File: src/rtl/keypad_pkg.sv
// Shared definitions for the 4x4 keypad scanner: FSM encoding, frame result type,
// key map indexed by {row, col} and active-low column drive patterns.
package keypad_pkg;

  localparam logic [1:0] ST_IDLE     = 2'd0;
  localparam logic [1:0] ST_DEBOUNCE = 2'd1;
  localparam logic [1:0] ST_PRESSED  = 2'd2;
  localparam logic [1:0] ST_RELEASE  = 2'd3;

  typedef enum logic [1:0] {
    RES_NONE  = 2'd0,
    RES_KEY   = 2'd1,
    RES_MULTI = 2'd2
  } frame_res_t;

  // Entry 0 is r0c0 ('1'); rows top to bottom, columns left to right.
  localparam logic [15:0][3:0] KEY_MAP   = 64'hDF0E_C987_B654_A321;
  localparam logic [3:0][3:0]  COL_DRIVE = 16'h7BDE;

  // Hit accumulator only needs to distinguish 0, 1 and "two or more".
  function automatic logic [1:0] hit_add(input logic [1:0] acc, input logic [2:0] n);
    logic [3:0] s;
    s = {2'b00, acc} + {1'b0, n};
    return (s >= 4'd2) ? 2'd2 : s[1:0];
  endfunction

endpackage

File: src/rtl/keypad_frame_eval.sv
// Row synchronizer plus per-frame hit accumulation; reports NONE/KEY/MULTI
// combinationally on the tick that samples the last column.
module keypad_frame_eval
  import keypad_pkg::*;
(
  input  logic       clk,
  input  logic       reset,
  input  logic [3:0] i_row,
  input  logic       i_tick,
  input  logic [1:0] i_col_idx,
  output logic       o_frame_done,
  output frame_res_t o_frame_res,
  output logic [3:0] o_frame_pos
);

  logic [3:0] r_row_s1;
  logic [3:0] r_row_s2;
  logic [1:0] r_hit_cnt;
  logic [3:0] r_hit_pos;

  logic [3:0] w_rs;
  logic [2:0] w_col_hits;
  logic [1:0] w_row_idx;
  logic [1:0] w_cnt_next;
  logic [3:0] w_pos_next;

  assign w_rs       = ~r_row_s2;
  assign w_col_hits = 3'(w_rs[0]) + 3'(w_rs[1]) + 3'(w_rs[2]) + 3'(w_rs[3]);
  assign w_cnt_next = hit_add(r_hit_cnt, w_col_hits);

  always_comb begin
    w_row_idx = 2'd0;
    for (int r = 3; r >= 0; r--) begin
      if (w_rs[r]) w_row_idx = 2'(r);
    end
  end

  // Position is only meaningful when exactly one hit occurs in the frame.
  assign w_pos_next = (r_hit_cnt == 2'd0 && w_col_hits != 3'd0) ? {w_row_idx, i_col_idx}
                                                                  : r_hit_pos;

  assign o_frame_done = i_tick && (i_col_idx == 2'd3);
  assign o_frame_pos  = w_pos_next;

  always_comb begin
    o_frame_res = RES_MULTI;
    if (w_cnt_next == 2'd0)      o_frame_res = RES_NONE;
    else if (w_cnt_next == 2'd1) o_frame_res = RES_KEY;
  end

  always_ff @(posedge clk) begin
    if (reset) begin
      r_row_s1  <= 4'hF;
      r_row_s2  <= 4'hF;
      r_hit_cnt <= 2'd0;
      r_hit_pos <= 4'd0;
    end else begin
      r_row_s1 <= i_row;
      r_row_s2 <= r_row_s1;
      if (i_tick) begin
        if (i_col_idx == 2'd3) begin
          r_hit_cnt <= 2'd0;
          r_hit_pos <= 4'd0;
        end else begin
          r_hit_cnt <= w_cnt_next;
          r_hit_pos <= w_pos_next;
        end
      end
    end
  end

endmodule

File: src/rtl/keypad_scan_decoder.sv
// 4x4 keypad scanner: column prescaler/drive and frame-level debounce FSM that
// emits a hex key code with a one-clock valid strobe and a held flag.
module keypad_scan_decoder
  import keypad_pkg::*;
#(
  parameter int SCAN_N     = 16,
  parameter int DEB_FRAMES = 3
) (
  input  logic       clk,
  input  logic       reset,
  input  logic [3:0] row,
  output logic [3:0] col,
  output logic [3:0] key_code,
  output logic       key_valid,
  output logic       key_held
);

  localparam logic [3:0] DEB_L = 4'(DEB_FRAMES);

  logic [SCAN_N-1:0] r_presc;
  logic [1:0]        r_col_idx;
  logic [3:0]        r_col;
  logic [1:0]        r_state;
  logic [3:0]        r_cand;
  logic [3:0]        r_cnt;
  logic [3:0]        r_code;
  logic              r_valid;
  logic              r_held;

  logic       w_tick;
  logic       w_frame_done;
  frame_res_t w_frame_res;
  logic [3:0] w_frame_pos;
  logic       w_is_key;
  logic       w_is_cand;

  assign w_tick = &r_presc;

  always_ff @(posedge clk) begin
    if (reset) begin
      r_presc   <= '0;
      r_col_idx <= 2'd0;
      r_col     <= COL_DRIVE[0];
    end else begin
      r_presc <= r_presc + 1'b1;
      if (w_tick) begin
        r_col_idx <= r_col_idx + 2'd1;
        r_col     <= COL_DRIVE[r_col_idx + 2'd1];
      end
    end
  end

  keypad_frame_eval u_frame_eval (
    .clk          (clk),
    .reset        (reset),
    .i_row        (row),
    .i_tick       (w_tick),
    .i_col_idx    (r_col_idx),
    .o_frame_done (w_frame_done),
    .o_frame_res  (w_frame_res),
    .o_frame_pos  (w_frame_pos)
  );

  // r_cand is the candidate while debouncing and the held key afterwards.
  assign w_is_key  = (w_frame_res == RES_KEY);
  assign w_is_cand = w_is_key && (w_frame_pos == r_cand);

  always_ff @(posedge clk) begin
    if (reset) begin
      r_state <= ST_IDLE;
      r_cand  <= 4'd0;
      r_cnt   <= 4'd0;
      r_code  <= 4'd0;
      r_valid <= 1'b0;
      r_held  <= 1'b0;
    end else begin
      r_valid <= 1'b0;
      if (w_frame_done) begin
        case (r_state)
          ST_IDLE: begin
            if (w_is_key) begin
              r_cand <= w_frame_pos;
              r_cnt  <= 4'd1;
              if (DEB_L == 4'd1) begin
                r_code  <= KEY_MAP[w_frame_pos];
                r_valid <= 1'b1;
                r_held  <= 1'b1;
                r_state <= ST_PRESSED;
              end else begin
                r_state <= ST_DEBOUNCE;
              end
            end
          end
          ST_DEBOUNCE: begin
            if (w_is_cand) begin
              if (r_cnt + 4'd1 == DEB_L) begin
                r_code  <= KEY_MAP[w_frame_pos];
                r_valid <= 1'b1;
                r_held  <= 1'b1;
                r_state <= ST_PRESSED;
              end else begin
                r_cnt <= r_cnt + 4'd1;
              end
            end else if (w_is_key) begin
              r_cand <= w_frame_pos;
              r_cnt  <= 4'd1;
            end else begin
              r_state <= ST_IDLE;
            end
          end
          ST_PRESSED: begin
            if (!w_is_cand) begin
              r_cnt <= 4'd1;
              if (DEB_L == 4'd1) begin
                r_held  <= 1'b0;
                r_state <= ST_IDLE;
              end else begin
                r_state <= ST_RELEASE;
              end
            end
          end
          ST_RELEASE: begin
            if (w_is_cand) begin
              r_cnt   <= 4'd0;
              r_state <= ST_PRESSED;
            end else if (r_cnt + 4'd1 == DEB_L) begin
              r_held  <= 1'b0;
              r_state <= ST_IDLE;
            end else begin
              r_cnt <= r_cnt + 4'd1;
            end
          end
          default: r_state <= ST_IDLE;
        endcase
      end
    end
  end

  assign col       = r_col;
  assign key_code  = r_code;
  assign key_valid = r_valid;
  assign key_held  = r_held;

endmodule

File: config.mk
export PLATFORM = sky130hd
export DESIGN_NAME = keypad_scan_decoder
export DESIGN_NICKNAME = d
export VERILOG_FILES = /design/src/rtl/keypad_pkg.sv /design/src/rtl/keypad_frame_eval.sv /design/src/rtl/keypad_scan_decoder.sv
export SDC_FILE = /design/constraint.sdc
export NUM_CORES = 1
export LEC_CHECK = 0
export ABC_CLOCK_PERIOD_IN_PS = 3900
export BUFFER_PORTS_ARGS = -buffer_cell sky130_fd_sc_hd__buf_2
export CAP_MARGIN = 20
export CORE_ASPECT_RATIO = 1.5
export CORE_MARGIN = 8
export CORE_UTILIZATION = 40
export CTS_CLUSTER_DIAMETER = 40
export DETAILED_ROUTE_END_ITERATION = 7
export PLACE_DENSITY = 0.66
export SLEW_MARGIN = 20
export SYNTH_ARGS = -nofsm -noshare
export SYNTH_HDL_FRONTEND = slang
export SYNTH_SLANG_ARGS = --single-unit
File: constraint.sdc
create_clock -name clk -period 3.9 [get_ports clk]
set_clock_uncertainty 0.05 [all_clocks]
set_input_delay 0.39 -clock clk [delete_from_list [all_inputs] [get_ports clk]]
set_output_delay 0.39 -clock clk [all_outputs]
set_load 0.05 [all_outputs]
==> results.md <==
* Asr flop ratio synth at 0
* Xor/xnor share of the synthesized area at 0.0618
* Setup Viol. Count Final at 0
* Post_cts resized at 1
* Crit path DAT at 3.91 ns
* Fin cells at 409
* Synth Area per Inst at 8.47 um^2
* GRT Residual Overflow at 0
* Net Sw Frac at 0.241
* Setup bufs post-CTS at 0
* All-Layer GR Usage at 0.112
* Setup crit start: u_frame_eval.r_row_s2[0]
* Max Cap Viol at 0
* Cts hold-fix bufs at 0
* Nets@finish at 357
* Combinational fraction of design power at 0.085
* Final WS setup at 0.187 ns
* Rel. slew slack at 0.445
* Largest family of logic cells by synthesized area: simple AND/OR/NAND/NOR gates
* Vias per cell at 5.19
* Predominant post-synthesis flop cell: dfxtp_1
* Skew-Pair Late Insertion Delay at 0.31 ns
* # fillers at 645
* Synth Area in Adders at 0.0976
* Cell Int Power at 0.713 mW
* Reg power frac at 0.575
* Yosys top cell area share at 0.387
* Synthesis-to-layout area growth at 11.8%
* Final hold vios at 0
* Largest net degree at the start of global routing at 49
* Slew Viols, Final at 0
* EDFF count, synth at 0
* Dpl hpwl at 3660 um
* Top Ports at 16
* Synth Area in Simple Gates at 0.237
* Pre-CTS setup slack at -0.0232 ns
* R2R Setup Slk at 0.19 ns
* Clock share of power at 0.339
* 1st-iter DRT viols at 49
* Drt drc at 0
* Mapped Cells at 318
* Worst-Margin Slew at 0.832 ns
* Row count at 36
* R2R depth at 14
* Global-route wire length before repair at 9270 um
* CTS clk-pin slew, worst paths at 0.10 ns
* CTS Buf Count at 5
* Worst setup path end: key_code[2]
* Port buffer count at 15
* Pwr Total at 0.939 mW
* Setup CP Type: reg2reg
* CTS sink cnt at 52
* Pwr/cell area at 312 mW/mm^2
* CTS Root Cell: clkbuf_8
* Initial core utilization at 0.412
* Synth top area cells: dfxtp_1, ha_1, nor2_1, xor2_1, inv_1
* WL/cell at 12.6 um
* CP Max Fanout at 6
* Part of the cycle the worst path needs at 0.952
* Initial DRT Pass Iterations at 4
* Flops & latches, synth at 52
* R2r startpoint: u_frame_eval.r_row_s2[0]
* Antenna Nets Post-Route at 0
* R2r endpoint: key_code[2]
* Post-route minimum period at 3.71 ns
* Net count after synthesis at 343
* Post-Route Setup TNS at 0 ns
* Total number of vias at 2122
* HP Class: in2reg
* Mux cell area share after synthesis at 0.0381
* Die Span X at 83.0 um
* Yosys top cell by area: dfxtp_1
* Die height at 116 um
* Crit end category: flop
* Initial antenna violation count at 0
* N_diodes at 0
* Leakage power at 1.23 nW
* Worst Path Required at 4.10 ns
* Vias in the first global route at 2103
* CTS Buffer Depth at 2
* Core Box Area at 0.00653 mm^2
* Crit path launch type: flop
* Sw power at 0.226 mW
* Share of cells above drive strength 1 at 0.165
* Die area at 0.00967 mm^2
* Fmax at 269 MHz
* Sequential area share after synthesis at 0.387
* Cell Area, Synth at 0.00269 mm^2
* Synth Warn # at 0
* Yosys cell types at 49
* Peak VDD IR at 0.187 mV
* Inst Count DP at 401
* Status: finished, final reports clean
* Final WL at 5150 um
* Synth Area in Compound Gates at 0.124
* CTS tree: done
* RD Place Congestion at 0.771
* CTS H-tree depth at 2
-- stage by stage --
stage	cell area [um^2]	hold slack, ns	utilization
finish	3010	0.205	0.461
global route	3010	0.198	0.461
detailed placement	2850	0.343	0.436
CTS	2940	0.201	0.450
floorplan	2690	0.339	-
global placement	2850	0.342	0.436
-- synthesized netlist by cell type (all sizes together), types with 2 or more instances --
cell    count
mux2i       8
clkbuf     11
a211oi      4
or2        11
nand3      16
buf         3
o22a        2
nor2b       2
and2        2
o211ai      4
ha         17
a21boi      5
nand4       8
nor4        2
o21ai      10
xor2       10
and3        4
nor2       43
fa          2
xnor2       9
nor3       10
a21oi      17
nand2      22
inv        23
or3         5
dfxtp      52
-- logic make-up after synthesis --
logic type	Yosys count
compound gates	50
xor+xnor	19
fa+ha+maj	20
buf+inv	37
flops	52
mux	9
simple gates	131
-- power groups by stage --
stage                     clock network (mW)  logic, mW  registers, mW
after global placement                     0     0.0711          0.552
after global routing                   0.349     0.0900          0.541
after floorplan                            0     0.0527          0.552
after CTS                              0.330     0.0721          0.540
final                                  0.319     0.0802          0.540
after detailed placement                   0     0.0720          0.553
-- layout make-up --
cell class,instances,area [um^2],share of cell area
Multi-Input combinational cell,229,1570,0.523
Sequential cell,52,1040,0.346
Timing Repair Buffer,21,120,0.0399
Tap cell,76,95.1,0.0316
Inverter,23,86.3,0.0287
Clock buffer,6,82.6,0.0274
Clock inverter,2,10.0,0.00333
-- how the worst min path moves through the flow --
stage | endpoint | startpoint | depth (start not counted)
floorplan | u_frame_eval.r_row_s2[0] | u_frame_eval.r_row_s1[0] | 1
global placement | u_frame_eval.r_row_s2[3] | u_frame_eval.r_row_s1[3] | 1
detailed placement | u_frame_eval.r_row_s2[3] | u_frame_eval.r_row_s1[3] | 1
CTS | u_frame_eval.r_row_s1[2] | row[2] | 2
global route | u_frame_eval.r_row_s1[2] | row[2] | 2
finish | u_frame_eval.r_row_s1[2] | row[2] | 2
-- cell usage in the layout (no fill, tap or decap), types with 2 or more instances in the layout --
master    count
o22a_1        2
o21ai_0      10
clkbuf_8      6
or3_4         2
nor2b_1       2
nand4_1       8
nor2_1       43
buf_2        15
ha_1         16
xor2_1       10
mux2i_1       8
dfxtp_1      52
a21boi_0      2
and2_1        2
or3_1         3
xnor2_1       8
a211oi_1      4
and3_1        4
inv_1        23
a21oi_1      16
buf_4         6
clkinv_2      2
nor3_1        9
or2_2         9
a21boi_2      3
nand2_1      22
o211ai_1      4
nor4_1        2
nand3_1      16
-- state kept, by name, summed over array words and instances, names as in the netlist, named ones only --
register and flops:
key_held 1, key_valid 1, u_frame_eval.r_row_s2 4, u_frame_eval.r_row_s1 4
u_frame_eval.r_hit_cnt 2, r_col_idx 2, r_cnt 4, u_frame_eval.r_hit_pos 4
r_state 1, col 4, key_code 4, r_cand 4
r_presc 16
-- per-layer routing --
metal,part of all wire,GRT usage,up-vias
met5,0,0,-
li1,-,-,1108
met2,0.52,0.208,26
met4,0.020,0.0482,0
met3,0.029,0.0251,17
met1,0.43,0.119,971
-- critical path: stages, from the launching register on --
cell,delay (ns)
dfxtp_1,0.34
inv_1,0.05
ha_1,0.31
fa_2,0.58
ha_1,0.18
inv_1,0.06
fa_1,0.39
nor2_1,0.10
nand3_1,0.09
a21boi_2,0.19
nand2_1,0.09
or4_4,0.43
or3_4,0.43
or2_0,0.25
a21oi_2,0.12
No activity file was read; power rests on OpenSTA's default activity.
